### config.mk
export PLATFORM = sky130hd
export DESIGN_NAME = alu_slice_seq
export DESIGN_NICKNAME = d
export VERILOG_FILES = /design/src/rtl/alu_slice_seq.sv
export SDC_FILE = /design/constraint.sdc
export NUM_CORES = 1
export LEC_CHECK = 0
export ABC_AREA = 1
export BUFFER_PORTS_ARGS = -buffer_cell sky130_fd_sc_hd__buf_2
export CORE_ASPECT_RATIO = 0.7
export CORE_UTILIZATION = 40
export DETAILED_ROUTE_END_ITERATION = 16
export SLEW_MARGIN = 20
export SYNTH_ARGS = -nofsm -noshare
export SYNTH_HDL_FRONTEND = slang
export SYNTH_SLANG_ARGS = --single-unit
### constraint.sdc
create_clock -name clk -period 8.9 [get_ports clk]
set_clock_uncertainty 0.05 [all_clocks]
set_input_delay 1.78 -clock clk [delete_from_list [all_inputs] [get_ports clk]]
set_output_delay 1.78 -clock clk [all_outputs]
set_load 0.05 [all_outputs]
### src/rtl/alu_slice_seq.sv
// Multi-cycle 181-style ALU: walks WIDTH/SLICE slices LSB-first, one per clock, carry held in a flop.
// Latency NSL cycles from accept to the done pulse; start is ignored while busy, with no other backpressure.
module alu_slice_seq #(
  parameter int WIDTH = 16,
  parameter int SLICE = 4
) (
  input  logic             clk,
  input  logic             rst,
  input  logic             start,
  input  logic [WIDTH-1:0] a,
  input  logic [WIDTH-1:0] b,
  input  logic [3:0]       s,
  input  logic             m,
  input  logic             cin_re,
  output logic             busy,
  output logic             done,
  output logic [WIDTH-1:0] y,
  output logic             cout_re,
  output logic             zero,
  output logic             ovf
);

  localparam int NSL = WIDTH / SLICE;
  localparam int CW  = (NSL > 1) ? $clog2(NSL) : 1;
  localparam logic [CW-1:0] LAST = CW'(NSL - 1);

  typedef enum logic {ST_IDLE, ST_RUN} state_t;

  state_t             r_state;
  state_t             w_state_nxt;
  logic [WIDTH-1:0]   r_a;
  logic [WIDTH-1:0]   r_b;
  logic [3:0]         r_s;
  logic               r_m;
  logic               r_carry;
  logic [CW-1:0]      r_cnt;
  logic               r_busy;
  logic               r_done;
  logic [WIDTH-1:0]   r_y;
  logic               r_cout_re;
  logic               r_zero;
  logic               r_ovf;

  logic               w_accept;
  logic               w_last;
  logic [SLICE-1:0]   w_sa;
  logic [SLICE-1:0]   w_sb;
  logic [SLICE-1:0]   w_p;
  logic [SLICE-1:0]   w_q;
  logic [SLICE-1:0]   w_lres;
  logic [SLICE:0]     w_sum;
  logic [SLICE-1:0]   w_res;
  logic               w_cout;
  logic               w_cmsb;
  logic [WIDTH-1:0]   w_y_nxt;

  assign w_accept = (r_state == ST_IDLE) && start;
  assign w_last   = (r_state == ST_RUN) && (r_cnt == LAST);

  always_ff @(posedge clk) begin
    if (rst) begin
      r_state <= ST_IDLE;
    end else begin
      r_state <= w_state_nxt;
    end
  end

  always_comb begin
    w_state_nxt = r_state;
    case (r_state)
      ST_IDLE: if (start) w_state_nxt = ST_RUN;
      ST_RUN:  if (r_cnt == LAST) w_state_nxt = ST_IDLE;
      default: w_state_nxt = ST_IDLE;
    endcase
  end

  assign w_sa = r_a[r_cnt*SLICE +: SLICE];
  assign w_sb = r_b[r_cnt*SLICE +: SLICE];

  always_comb begin
    w_lres = '0;
    case (r_s)
      4'h0: w_lres = ~w_sa;
      4'h1: w_lres = ~(w_sa | w_sb);
      4'h2: w_lres = ~w_sa & w_sb;
      4'h3: w_lres = '0;
      4'h4: w_lres = ~(w_sa & w_sb);
      4'h5: w_lres = ~w_sb;
      4'h6: w_lres = w_sa ^ w_sb;
      4'h7: w_lres = w_sa & ~w_sb;
      4'h8: w_lres = ~w_sa | w_sb;
      4'h9: w_lres = ~(w_sa ^ w_sb);
      4'ha: w_lres = w_sb;
      4'hb: w_lres = w_sa & w_sb;
      4'hc: w_lres = '1;
      4'hd: w_lres = w_sa | ~w_sb;
      4'he: w_lres = w_sa | w_sb;
      default: w_lres = w_sa;
    endcase
  end

  // Arithmetic codes are all P + Q + carry; only the P/Q operand pair differs.
  always_comb begin
    w_p = '0;
    w_q = '0;
    case (r_s)
      4'h0: begin w_p = w_sa;          w_q = '0;            end
      4'h1: begin w_p = w_sa | w_sb;   w_q = '0;            end
      4'h2: begin w_p = w_sa | ~w_sb;  w_q = '0;            end
      4'h3: begin w_p = '0;            w_q = '1;            end
      4'h4: begin w_p = w_sa;          w_q = w_sa & ~w_sb;  end
      4'h5: begin w_p = w_sa | w_sb;   w_q = w_sa & ~w_sb;  end
      4'h6: begin w_p = w_sa;          w_q = ~w_sb;         end
      4'h7: begin w_p = w_sa & ~w_sb;  w_q = '1;            end
      4'h8: begin w_p = w_sa;          w_q = w_sa & w_sb;   end
      4'h9: begin w_p = w_sa;          w_q = w_sb;          end
      4'ha: begin w_p = w_sa | ~w_sb;  w_q = w_sa & w_sb;   end
      4'hb: begin w_p = w_sa & w_sb;   w_q = '1;            end
      4'hc: begin w_p = w_sa;          w_q = w_sa;          end
      4'hd: begin w_p = w_sa | w_sb;   w_q = w_sa;          end
      4'he: begin w_p = w_sa | ~w_sb;  w_q = w_sa;          end
      default: begin w_p = w_sa;       w_q = '1;            end
    endcase
  end

  assign w_sum  = {1'b0, w_p} + {1'b0, w_q} + (SLICE+1)'(r_carry);
  assign w_res  = r_m ? w_lres : w_sum[SLICE-1:0];
  assign w_cout = r_m ? 1'b0 : w_sum[SLICE];
  // Carry into the slice MSB recovered from the MSB sum bit; only meaningful on the top slice.
  assign w_cmsb = w_p[SLICE-1] ^ w_q[SLICE-1] ^ w_sum[SLICE-1];

  always_comb begin
    w_y_nxt = r_y;
    w_y_nxt[r_cnt*SLICE +: SLICE] = w_res;
  end

  always_ff @(posedge clk) begin
    if (rst) begin
      r_a       <= '0;
      r_b       <= '0;
      r_s       <= '0;
      r_m       <= 1'b0;
      r_carry   <= 1'b0;
      r_cnt     <= '0;
      r_busy    <= 1'b0;
      r_done    <= 1'b0;
      r_y       <= '0;
      r_cout_re <= 1'b1;
      r_zero    <= 1'b0;
      r_ovf     <= 1'b0;
    end else begin
      r_done <= 1'b0;
      if (w_accept) begin
        r_a     <= a;
        r_b     <= b;
        r_s     <= s;
        r_m     <= m;
        r_carry <= ~cin_re;
        r_cnt   <= '0;
        r_busy  <= 1'b1;
      end else if (r_state == ST_RUN) begin
        r_y     <= w_y_nxt;
        r_carry <= w_cout;
        r_cnt   <= r_cnt + 1'b1;
        if (w_last) begin
          r_cnt     <= '0;
          r_busy    <= 1'b0;
          r_done    <= 1'b1;
          r_cout_re <= r_m ? 1'b1 : ~w_cout;
          r_zero    <= (w_y_nxt == '0);
          r_ovf     <= r_m ? 1'b0 : (w_cmsb ^ w_cout);
        end
      end
    end
  end

  assign busy    = r_busy;
  assign done    = r_done;
  assign y       = r_y;
  assign cout_re = r_cout_re;
  assign zero    = r_zero;
  assign ovf     = r_ovf;

endmodule

# After elaboration in Yosys (flattened, before gate mapping)
# Index checks and enable logic that the tools add are counted.
dict set report classes {
  addsub 4
  n_shift 4
  eq_ne 15
  n_bitwise 19
  n_reduce_logical 17
  n_mux 18
}
# op count
set op_table {}
lappend op_table {{$pmux W4 S15} 1}
lappend op_table {{$neg A4 Y34} 1}
lappend op_table {{$shift A4 B34 Y16 const A} 1}
lappend op_table {{$shiftx A4 B34 Y16} 1}
lappend op_table {{$shiftx A16 B5 Y4} 2}
lappend op_table {{$eq A4 B4 Y1 const B} 7}
lappend op_table {{$pmux W4 S6} 1}
lappend op_table {{$not A4 Y4} 5}
lappend op_table {{$pmux W4 S5} 1}
lappend op_table {{$bwmux W16} 1}
lappend op_table {{$eq A4 B3 Y1 const B} 4}
lappend op_table {{$logic_not A16 Y1} 1}
lappend op_table {{$reduce_or A3 Y1} 5}
lappend op_table {{$and A4 B4 Y4} 3}
lappend op_table {{$or A4 B4 Y4} 3}
lappend op_table {{$mux W1} 11}
lappend op_table {{$eq A4 B2 Y1 const B} 2}
lappend op_table {{$reduce_or A2 Y1} 3}
lappend op_table {{$add A4 B4 Y5} 1}
lappend op_table {{$add A5 B1 Y5} 1}
lappend op_table {{$eq A4 B1 Y1 const B} 1}
lappend op_table {{$logic_not A4 Y1} 1}
lappend op_table {{$mux W4} 1}
lappend op_table {{$not A1 Y1} 4}
lappend op_table {{other kinds (10)} 15}
dict set report word_totals {
  reg_bits 62
}

# Logic depth before layout (Yosys ltp)
dict set report logic_depth {
  ltp_word 10
  mapped_depth 25
  mapped_depth_nobuf 23
}

# Worst setup path after synthesis
# Ideal clock, no wire load.
dict set report synth_timing {
  path_type {register to register}
  startpoint {register r_cnt[0]}
  endpoint {register r_zero, in the netlist zero}
  path_stages_with_launch 25
  arrival_ps 2903
  setup_time_ps 113
  required_ps 8737
  slack_ps 5834
  synth_period_minus_slack_ps 3066
  n_path_buf 2
  cell_sequence {dfxtp_1 > buf_6 > inv_8 > buf_12 > nand2_1 > nand3_2 > nand2_2 > inv_1 > ha_1 > nand2_1 > nand2_1 > nor3b_1 > fa_1 > inv_1 > fa_1 > a21oi_1 > o21ai_0 > nand2_2 > nand3_1 > nor2_1 > nor2_1 > nand2_1 > nor2_1 > nand3_1 > nand2_1}
}
dict set report synth_via {
  elab_chain_cells 10
  word_cells_on_any_way 28
  cone_classes {add/sub (3); eq/ne (1); shift (4); mux (5); bitwise (12); reduce/logical (3)}
}
# element line
set synth_lines {}
lappend synth_lines {{start, declared} 36} ;# logic [CW-1:0] r_cnt;
lappend synth_lines {{start signal, assigned} 164} ;# r_cnt <= r_cnt + 1'b1;
lappend synth_lines {{$shiftx A16 B5 Y4} 78} ;# assign w_sb = r_b[r_cnt*SLICE +: SLICE];
lappend synth_lines {{$not A4 Y4} -}
lappend synth_lines {{$and A4 B4 Y4 / $or A4 B4 Y4 (equally long branches)} -}
lappend synth_lines {{$pmux W4 S6 / $pmux W4 S5 (equally long branches)} 106} ;# case (r_s)
lappend synth_lines {{$add A4 B4 Y5} 126} ;# assign w_sum = {1'b0, w_p} + {1'b0, w_q} + (SLICE+1)'(r_carry);
lappend synth_lines {{$add A5 B1 Y5} 126}
lappend synth_lines {{$mux W4} 127} ;# assign w_res = r_m ? w_lres : w_sum[SLICE-1:0];
lappend synth_lines {{$shiftx A4 B34 Y16} 134} ;# w_y_nxt[r_cnt*SLICE +: SLICE] = w_res;
lappend synth_lines {{$bwmux W16} 134}
lappend synth_lines {{$logic_not A16 Y1} 170} ;# r_zero <= (w_y_nxt == '0);
lappend synth_lines {{end signal, assigned} 170}
lappend synth_lines {{end, declared} 41} ;# logic r_zero;
# Several ways; a longest one is shown, not always the timed one.
# A chain may end at the register's enable or synchronous reset.

# Final worst setup path
dict set report layout_timing {
  startpoint {register r_s[3]}
  endpoint {register r_zero, in the netlist zero}
}
dict set report layout_via {
  elab_chain_cells 9
  word_cells_on_any_way 30
  cone_classes {add/sub (2); eq/ne (14); shift (1); mux (5); reduce/logical (8)}
}
# element line
set layout_lines {}
lappend layout_lines {{start, declared} 33} ;# logic [3:0] r_s;
lappend layout_lines {{start signal, assigned} 156} ;# r_s <= s;
lappend layout_lines {{$eq A4 B4 Y1, or another cell as far along} {82, 106}}
lappend layout_lines {{$reduce_or A3 Y1 (no source line) / $reduce_or A2 Y1 (equally long branches)} -}
lappend layout_lines {{$pmux W4 S6 / $pmux W4 S5 (equally long branches)} 106}
lappend layout_lines {{$add A4 B4 Y5} 126}
lappend layout_lines {{$add A5 B1 Y5} 126}
lappend layout_lines {{$mux W4 *} 127}
lappend layout_lines {{$shiftx A4 B34 Y16 *} 134}
lappend layout_lines {{$bwmux W16 *} 134}
lappend layout_lines {{$logic_not A16 Y1 *} 170}
# Mark *: on every way between the ends. The rest lies on a longest branch, timed or not.

==> results_dict.tcl <==
set metrics [dict create \
    antenna_cells 0 \
    status "complete, no violations" \
    clk_pin_slew_ns 0.05 \
    via_count 4189 \
    swShare 0.328 \
    setup_tns_ns 0 \
    fill_cells 1054 \
    synth-seq-cells 62 \
    grt_pass1_vias 3884 \
    hold_viol_final 0 \
    rr_worst_depth 16 \
    startpoint_type "register" \
    clock_latency_ns 0.33 \
    wirelength_um 12300 \
    worstSetupPathType "reg -> reg" \
    port_buffers 61 \
    seq_area_frac_synth 0.302 \
    die_w_um 123 \
    max_slew_margin 0.345 \
    cap_violations 0 \
    rsz0062_at_grt "false" \
    drc 0 \
    core_area_mm2 0.00983 \
    multi_input_area_mm2 0.00246 \
    vias_per_cell 5.07 \
    end_kind "register" \
    grt_start_max_net_pins 44 \
    worst_slew_pin_slew_ns 0.977 \
    clockRootBuffer "clkbuf_16" \
    firstDrtPassIters 5 \
    cts_made_buffers 9 \
    netSwitchingPower_mw 0.298 \
    critical_path_arrival_ns 4.19 \
    clockBufferDepth 2 \
    netlist_instances 642 \
    hp-class "reg -> reg" \
    preCtsSetupSlack_ns 4.94 \
    final_cell_area_mm2 0.00478 \
    dp.final_hpwl_um 9200 \
    finalSetupViolCount 0 \
    period_share 0.445 \
    yosysUniqueCellTypes 44 \
    post_dp_cell_area_mm2 0.00447 \
    drtIter0Drc 267 \
    final_cell_mix "157 x nand2_1, 122 x nor2_1, 68 x inv_1" \
    tritoncts_num_sinks 62 \
    cts_hold_buf 0 \
    die_y_um 86.8 \
    final_common_cell "nand2_1" \
    drive_above_1_share 0.155 \
    h-tree-depth 3 \
    overflow 0 \
    ctsResizeCount 0 \
    gp_congestion 0.991 \
    initial_core_util 0.418 \
    grt_usage 0.244 \
    cp.required_ns 9.12 \
    power_density_mw_per_mm2 190 \
    regArea_mm2 0.00124 \
    post_synth_instance_area_mm2 0.00411 \
    synth_warnings 0 \
    fin_ws_ns 4.94 \
    rows 30 \
    area_delta_synth_final_pct 16.3 \
    ir_drop_v 0.0000862 \
    antenna_found_initial 0 \
    whs_path_depth 2 \
    place_inst 811 \
    slew_viol_final 0 \
    p_clk_frac 0.412 \
    ant_nets 0 \
    syn_nets 709 \
    grt_pass1_wl_um 19700 \
    cp_max_fo 6 \
    post-cts-setup-buffer-count 0 \
    syn_avg_cell_area_um2 6.41 \
    fin_cells 827 \
    max_freq_mhz 252 \
    p_seq_frac 0.342 \
    leakagePower_nw 2.41 \
    p_int_mw 0.611 \
    wl_per_cell_um 14.8 \
    total_power_mw 0.909 \
    finalCriticalPeriod_ns 3.96 \
    nNetsFinal 761 \
    dieArea_mm2 0.0107 \
    p_comb_frac 0.246 \
    cts_tree "built" \
    ios 62 \
]
[logic make-up (layout without fill, tap and decap cells)]
family                     Yosys count  after routing  share of synthesized area
and+or+nand+nor                    359            359                      0.373
AOI/OAI and AO/OA                   98             98                      0.138
buffers and inverters               95            152                      0.100
DFF                                 62             62                      0.302
adders and majority gates           26             26                     0.0828
xor gates and xnor gates             2              2                    0.00426
[routing by layer]
metal	GRT usage	share of wire
met5	0	0
met3	0.0599	0.056
met2	0.336	0.39
met4	0.0657	0.012
met1	0.371	0.54
[critical path: stages (launching register included)]
cell	delay, ns
dfxtp_1	0.38
inv_1	0.10
nor2_1	0.39
nor2_1	0.20
nor3_1	0.68
nand2_1	0.08
nor3b_1	0.18
fa_1	0.40
inv_1	0.11
fa_1	0.44
nand2_1	0.10
nand2_2	0.11
nand4_1	0.11
nand4_1	0.10
nor2_1	0.27
nand3_1	0.14
nand2_1	0.07
[sequential cells by signal (all words and copies together), names as in the netlist]
signal / count
busy: 1
zero: 1
ovf: 1
r_b: 16
cout_re: 1
r_carry: 1
r_state: 1
y: 16
r_s: 4
r_cnt: 2
r_a: 16
done: 1
r_m: 1
[power groups by stage]
stage               clock [mW]  combinational (mW)  sequential, mW
global route             0.394               0.247           0.313
CTS                      0.382               0.220           0.311
finish                   0.374               0.223           0.311
detailed placement           0               0.219           0.317
floorplan                    0               0.147           0.328
global placement             0               0.218           0.316
[worst paths after layout]
path	start	endpoint	slack, ns
min reg2reg	zero$_SDFFE_PP0P_	zero$_SDFFE_PP0P_	0.41
max	r_s[3]$_SDFFE_PP0P_	zero$_SDFFE_PP0P_	4.94
max reg2reg	r_s[3]$_SDFFE_PP0P_	zero$_SDFFE_PP0P_	4.94
min	zero$_SDFFE_PP0P_	zero$_SDFFE_PP0P_	0.41
[cells in the mapped netlist]
cell type / number / share of area
a21oi_1: 19 / 0.023
nand2_2: 14 / 0.021
nand3_2: 5 / 0.012
dfxtp_1: 62 / 0.30
buf_2: 2 / 0.0024
nor4_2: 1 / 0.0030
nand4_1: 10 / 0.015
o21ai_1: 1 / 0.0012
nand3_1: 36 / 0.044
nand2_4: 1 / 0.0027
o22ai_1: 2 / 0.0030
a32o_1: 1 / 0.0024
a211oi_1: 2 / 0.0036
buf_12: 1 / 0.0049
o31ai_1: 2 / 0.0036
buf_1: 2 / 0.0018
ha_1: 24 / 0.073
a21oi_2: 2 / 0.0043
buf_4: 2 / 0.0036
inv_4: 1 / 0.0015
clkinv_1: 1 / 0.00091
or2_2: 1 / 0.0015
o21ai_0: 52 / 0.063
nor2_2: 2 / 0.0030
a32oi_1: 1 / 0.0021
nor3_1: 4 / 0.0049
clkbuf_1: 14 / 0.013
buf_6: 1 / 0.0027
xor2_1: 1 / 0.0021
a221oi_1: 4 / 0.0085
nor2_1: 122 / 0.11
nor3b_1: 1 / 0.0018
fa_1: 2 / 0.0097
nand3b_1: 4 / 0.0073
and2_1: 1 / 0.0015
a22o_1: 2 / 0.0043
buf_8: 1 / 0.0036
o2111ai_1: 1 / 0.0021
nand2_1: 157 / 0.14
xnor2_1: 1 / 0.0021
inv_1: 68 / 0.062
inv_8: 1 / 0.0027
inv_2: 1 / 0.00091
o211ai_1: 9 / 0.016
[per-stage QoR]
| step | util | hold WS [ns] |
|---|---|---|
| detailed placement | 0.454 | 0.390 |
| finish | 0.487 | 0.405 |
| CTS | 0.487 | 0.404 |
| floorplan | - | 0.393 |
| global route | 0.487 | 0.434 |
| global placement | 0.454 | 0.389 |
[area by class of cell]
class / instances / area share
multi-input cells: 485 / 0.514
flip-flops and latches: 62 / 0.259
repair buffers: 64 / 0.0685
inverters: 72 / 0.0586
clock buffers: 10 / 0.0479
well taps: 128 / 0.0335
clock inverters: 6 / 0.0180
(Power assumes the default switching activity.)
